===== src/rtl/operand_entry_fsm.sv =====
// Operand/opcode entry controller for the calculator ALU stage.
// Turns button rises into two hex operands and an opcode, and strobes calc on equal.
module operand_entry_fsm #(
  parameter int unsigned NDIG = 4
) (
  input  logic                  clk,
  input  logic                  rst_n,
  input  logic [21:0]           pb,
  output logic [4*NDIG-1:0]     valA,
  output logic [4*NDIG-1:0]     valB,
  output logic [3:0]            op,
  output logic                  calc,
  output logic [1:0]            state,
  output logic [4*NDIG-1:0]     disp_val
);

  localparam int unsigned W    = 4 * NDIG;
  localparam int unsigned CntW = $clog2(NDIG + 1);
  localparam logic [CntW-1:0] CntMax = CntW'(NDIG);

  typedef enum logic [1:0] {
    StEntryA = 2'd0,
    StEntryB = 2'd1,
    StDone   = 2'd2
  } state_e;

  state_e          r_state, w_state_d;
  logic [W-1:0]    r_val_a, w_val_a_d;
  logic [W-1:0]    r_val_b, w_val_b_d;
  logic [3:0]      r_op, w_op_d;
  logic [CntW-1:0] r_cnt, w_cnt_d;
  logic            r_calc, w_calc_d;
  logic [21:0]     r_pb_prev;

  logic [21:0] w_rise;
  logic        w_clr, w_eq, w_op_any, w_dig_any;
  logic [3:0]  w_digit;
  logic [3:0]  w_op_code;

  assign w_rise    = pb & ~r_pb_prev;
  assign w_clr     = w_rise[21];
  assign w_eq      = w_rise[16];
  assign w_op_any  = |w_rise[20:17];
  assign w_dig_any = |w_rise[15:0];

  // Descending scans so the lowest set index is the last (winning) assignment.
  always_comb begin
    w_digit = '0;
    for (int i = 15; i >= 0; i--) begin
      if (w_rise[i]) w_digit = 4'(i);
    end
    w_op_code = '0;
    for (int i = 3; i >= 0; i--) begin
      if (w_rise[17+i]) w_op_code = 4'(i + 1);
    end
  end

  always_comb begin
    w_state_d = r_state;
    w_val_a_d = r_val_a;
    w_val_b_d = r_val_b;
    w_op_d    = r_op;
    w_cnt_d   = r_cnt;
    w_calc_d  = 1'b0;

    if (w_clr) begin
      w_state_d = StEntryA;
      w_val_a_d = '0;
      w_val_b_d = '0;
      w_op_d    = '0;
      w_cnt_d   = '0;
    end else if (w_eq) begin
      case (r_state)
        StEntryB: begin
          if (r_cnt != '0) begin
            w_calc_d  = 1'b1;
            w_state_d = StDone;
          end
        end
        StDone:  w_calc_d = 1'b1;
        default: ;
      endcase
    end else if (w_op_any) begin
      w_op_d = w_op_code;
      // A fresh B operand starts unless we are only correcting the opcode.
      if (r_state != StEntryB) begin
        w_val_b_d = '0;
        w_cnt_d   = '0;
        w_state_d = StEntryB;
      end
    end else if (w_dig_any) begin
      case (r_state)
        StEntryA: begin
          if (r_cnt < CntMax) begin
            w_val_a_d = (r_val_a << 4) | W'(w_digit);
            w_cnt_d   = r_cnt + 1'b1;
          end
        end
        StEntryB: begin
          if (r_cnt < CntMax) begin
            w_val_b_d = (r_val_b << 4) | W'(w_digit);
            w_cnt_d   = r_cnt + 1'b1;
          end
        end
        StDone: begin
          w_val_a_d = W'(w_digit);
          w_val_b_d = '0;
          w_op_d    = '0;
          w_cnt_d   = CntW'(1);
          w_state_d = StEntryA;
        end
        default: ;
      endcase
    end
  end

  always_ff @(posedge clk or negedge rst_n) begin
    if (!rst_n) begin
      r_state   <= StEntryA;
      r_val_a   <= '0;
      r_val_b   <= '0;
      r_op      <= '0;
      r_cnt     <= '0;
      r_calc    <= 1'b0;
      r_pb_prev <= '0;
    end else begin
      r_state   <= w_state_d;
      r_val_a   <= w_val_a_d;
      r_val_b   <= w_val_b_d;
      r_op      <= w_op_d;
      r_cnt     <= w_cnt_d;
      r_calc    <= w_calc_d;
      r_pb_prev <= pb;
    end
  end

  assign valA     = r_val_a;
  assign valB     = r_val_b;
  assign op       = r_op;
  assign calc     = r_calc;
  assign state    = r_state;
  assign disp_val = (r_state == StEntryB) ? r_val_b : r_val_a;

endmodule


===== config.mk =====
export PLATFORM = sky130hd
export DESIGN_NAME = operand_entry_fsm
export DESIGN_NICKNAME = d
export VERILOG_FILES = /design/src/rtl/operand_entry_fsm.sv
export SDC_FILE = /design/constraint.sdc
export NUM_CORES = 1
export LEC_CHECK = 0
export ABC_AREA = 1
export CORE_AREA = 2 2 97 71
export CTS_CLUSTER_SIZE = 40
export DETAILED_ROUTE_END_ITERATION = 16
export DIE_AREA = 0 0 99 73
export GPL_ROUTABILITY_DRIVEN = 0
export PLACE_DENSITY = 0.78
export SLEW_MARGIN = 20
export SYNTH_ARGS = -nofsm -noshare
export SYNTH_HDL_FRONTEND = slang
export SYNTH_SLANG_ARGS = --single-unit
export TNS_END_PERCENT = 100

===== constraint.sdc =====
create_clock -name clk -period 2.3 [get_ports clk]
set_input_delay 0.23 -clock clk [delete_from_list [all_inputs] [get_ports clk]]
set_output_delay 0.23 -clock clk [all_outputs]
set_load 0.03 [all_outputs]

==> results of run 1 <==
[per-stage QoR]
step / area, um2 / worst slack (ps) / hold WS (ps) / instances
2_1_floorplan: 2970 / 216 / -65.6 / 343
3_3_place_gp: 3790 / 229 / 306 / 498
3_5_place_dp: 3790 / 167 / 311 / 498
4_1_cts: 3990 / 180 / 346 / 513
5_1_grt: 3990 / 52.2 / 347 / 513
6_report: 3990 / 214 / 353 / 513
[sequential cells by signal, indices dropped and copies added, names as in the netlist]
register   flops
calc           1
op             3
r_cnt          3
r_pb_prev     22
state          2
valA          16
valB          16
[cells in the mapped netlist (all sizes together), types with 2 or more instances]
master  instances  area (um2)
nor2           24         136
o21ai          47         246
buf             6        51.3
nor3            2        15.0
o211ai          2        20.0
inv            66         253
dfrtp          63        1580
nand3          20         100
clkbuf          4        15.0
a21oi           4        20.0
ha              5        62.6
o22ai          14        87.6
nand2          81         329
[report_power, final]
group | total (uW) | internal (uW) | switching [uW]
combinational | 700 | 251 | 448
sequential | 1220 | 1180 | 48.6
clock | 885 | 497 | 387
total | 2810 | 1920 | 884
[worst max-delay path by stage]
stage | start | end | slack (ps) | depth (start not counted)
floorplan | state[1] | disp_val[10] | 220 | 5
global placement | pb[17] | valA[6] | 230 | 10
detailed placement | pb[11] | valB[0] | 170 | 15
CTS | state[1] | disp_val[0] | 180 | 6
global route | state[1] | disp_val[0] | 50 | 6
finish | state[1] | disp_val[0] | 210 | 6
[cell type report]
| type | count | area (um2) | share of cell area, % |
|---|---|---|---|
| multi-input combinational | 204 | 1070 | 26.9 |
| sequential | 63 | 1580 | 39.5 |
| inverter | 66 | 253 | 6.34 |
| timing repair buffer | 85 | 801 | 20.1 |
| tap | 81 | 101 | 2.54 |
| clock buffer | 14 | 183 | 4.58 |
[cells by family after synthesis]
family | count (synthesis)
DFF | 63
AOI/OAI and AO/OA | 70
other | 1
and+or+nand+nor | 128
buffers and inverters | 76
adders and majority gates | 5
[routing by layer]
layer / global-route usage, % / vias up / routed length, um
met3: 6.99 / 7 / 457
li1: - / 1256 / -
met4: 4.57 / 0 / 61
met2: 30.3 / 69 / 2810
met1: 26.0 / 1112 / 3150
met5: 0 / - / 0
==> results.json, run 1 <==
{
  "synth_nets": 372,
  "hpwl_um": 4990,
  "vias_per_cell": 4.76,
  "slew_headroom_pct": 53.9,
  "rr_endpoint": "valA[6]",
  "synth_compound_area_share_pct": 14.1,
  "root_buffer": "clkbuf_8",
  "crit_type": "reg2out",
  "crit_chain": "inv_1 > ha_1 > buf_4 > inv_1 > o21ai_0 > buf_4",
  "holdPathEnd": "r_pb_prev[3]",
  "io_pins": 79,
  "post_cts_buffers": 0,
  "cts_sinks": 63,
  "cellPowerDensity_nw_per_um2": 704,
  "hold_viol": 0,
  "clock_latency_ps": 340,
  "synth_edf_count": 0,
  "slew_violations": 0,
  "portBuffers": 77,
  "timing.fmax_mhz": 479,
  "first_pass_iters": 4,
  "outcome": "completed",
  "gr-usage-all-layers_pct": 19.3,
  "tritoncts": "done",
  "h-tree-depth": 3,
  "period_share_pct": 90.7,
  "postSynthCellCount": 343,
  "rsz0062_at_grt": "false",
  "cp-end-kind": "primary output",
  "wire_per_inst_um": 12.6,
  "drive_above_1_share_pct": 13.9,
  "antenna_cells": 0,
  "vias": 2444,
  "cp.arrival_ps": 1860,
  "clockBufferDepth": 2,
  "grt_max_degree": 35,
  "cts.clk_slew.worst_paths_ps": 60,
  "critPathBufInv": 4,
  "fp.dieW_um": 99,
  "synth-seq-area-share_pct": 53.1,
  "slowest_stage": "dfrtp_1",
  "synthDistinctLibCells": 31,
  "p_leak_uw": 0.00188,
  "min_period_ps": 2090,
  "die_area_um2": 7230,
  "initial_core_util_pct": 46.3,
  "core_um2": 6410,
  "holdPathStages": 1,
  "postCtsHoldBufs": 1,
  "r2r_start": "state[1]",
  "fin_total_pwr_uw": 2810,
  "fin_util_pct": 62.2,
  "wl_um": 6480,
  "slowest_delay_ps": 410,
  "worst_pin_slew_ps": 691,
  "layout_common_cells": "nand2_1, dfrtp_1, inv_1",
  "cp_top_family": "buffers and inverters",
  "fp-row-count": 25,
  "synth_ff_type": "dfrtp_1",
  "die_h_um": 73,
  "syn-cell-area_um2": 2970,
  "setup_viol": 0,
  "start_kind": "register",
  "grt-ovfl-total": 0,
  "ir_drop_v": 0.000425,
  "required_ps": 2070,
  "finalSetupTns_ps": 0,
  "finalClockSkew_ps": 6.05,
  "synth_top_family_by_area": "simple AND/OR/NAND/NOR gates",
  "drt-initial-drc-count": 161,
  "antenna_found_initial": 0,
  "numCtsBuffers": 9,
  "synthMuxAreaShare_pct": 0,
  "fin_nets": 458,
  "area_growth_syn_to_layout_pct": 34.3,
  "hold_path.class": "in2reg",
  "grt_pass1_wl_um": 10800,
  "synth_fa_ha_area_share_pct": 2.11,
  "reg2reg_depth": 8,
  "nFillCells": 550,
  "drc": 0,
  "hold_start": "pb[3]",
  "final_common_cell": "nand2_1",
  "synth-xor-area-share_pct": 0,
  "ys_ff_latch": 63,
  "ctsResizeCount": 0,
  "grt_pass1_vias": 2324,
  "cp_max_fo": 21,
  "synthSimpleGateAreaFrac_pct": 19.8,
  "yosysWarnings": 0,
  "max_cap_violations": 0,
  "ys_async_sr_fraction_pct": 100,
  "rrSetupSlack_ps": 360,
  "avgSynthCellArea_um2": 8.65,
  "drtAntennaViolNets": 0
}
Note: power is estimated with default switching activity, not from simulation.
==> run 2, diff against run 1 <==
--- a/config.mk
+++ b/config.mk
@@ -7,7 +7,7 @@
 export LEC_CHECK = 0
 export ABC_AREA = 1
 export CORE_AREA = 2 2 97 71
-export CTS_CLUSTER_SIZE = 40
+export CTS_CLUSTER_SIZE = 8
 export DETAILED_ROUTE_END_ITERATION = 16
 export DIE_AREA = 0 0 99 73
 export GPL_ROUTABILITY_DRIVEN = 0
==> results of run 2 <==
No change in the layout: final DEF, timing and power equal those of run 1.
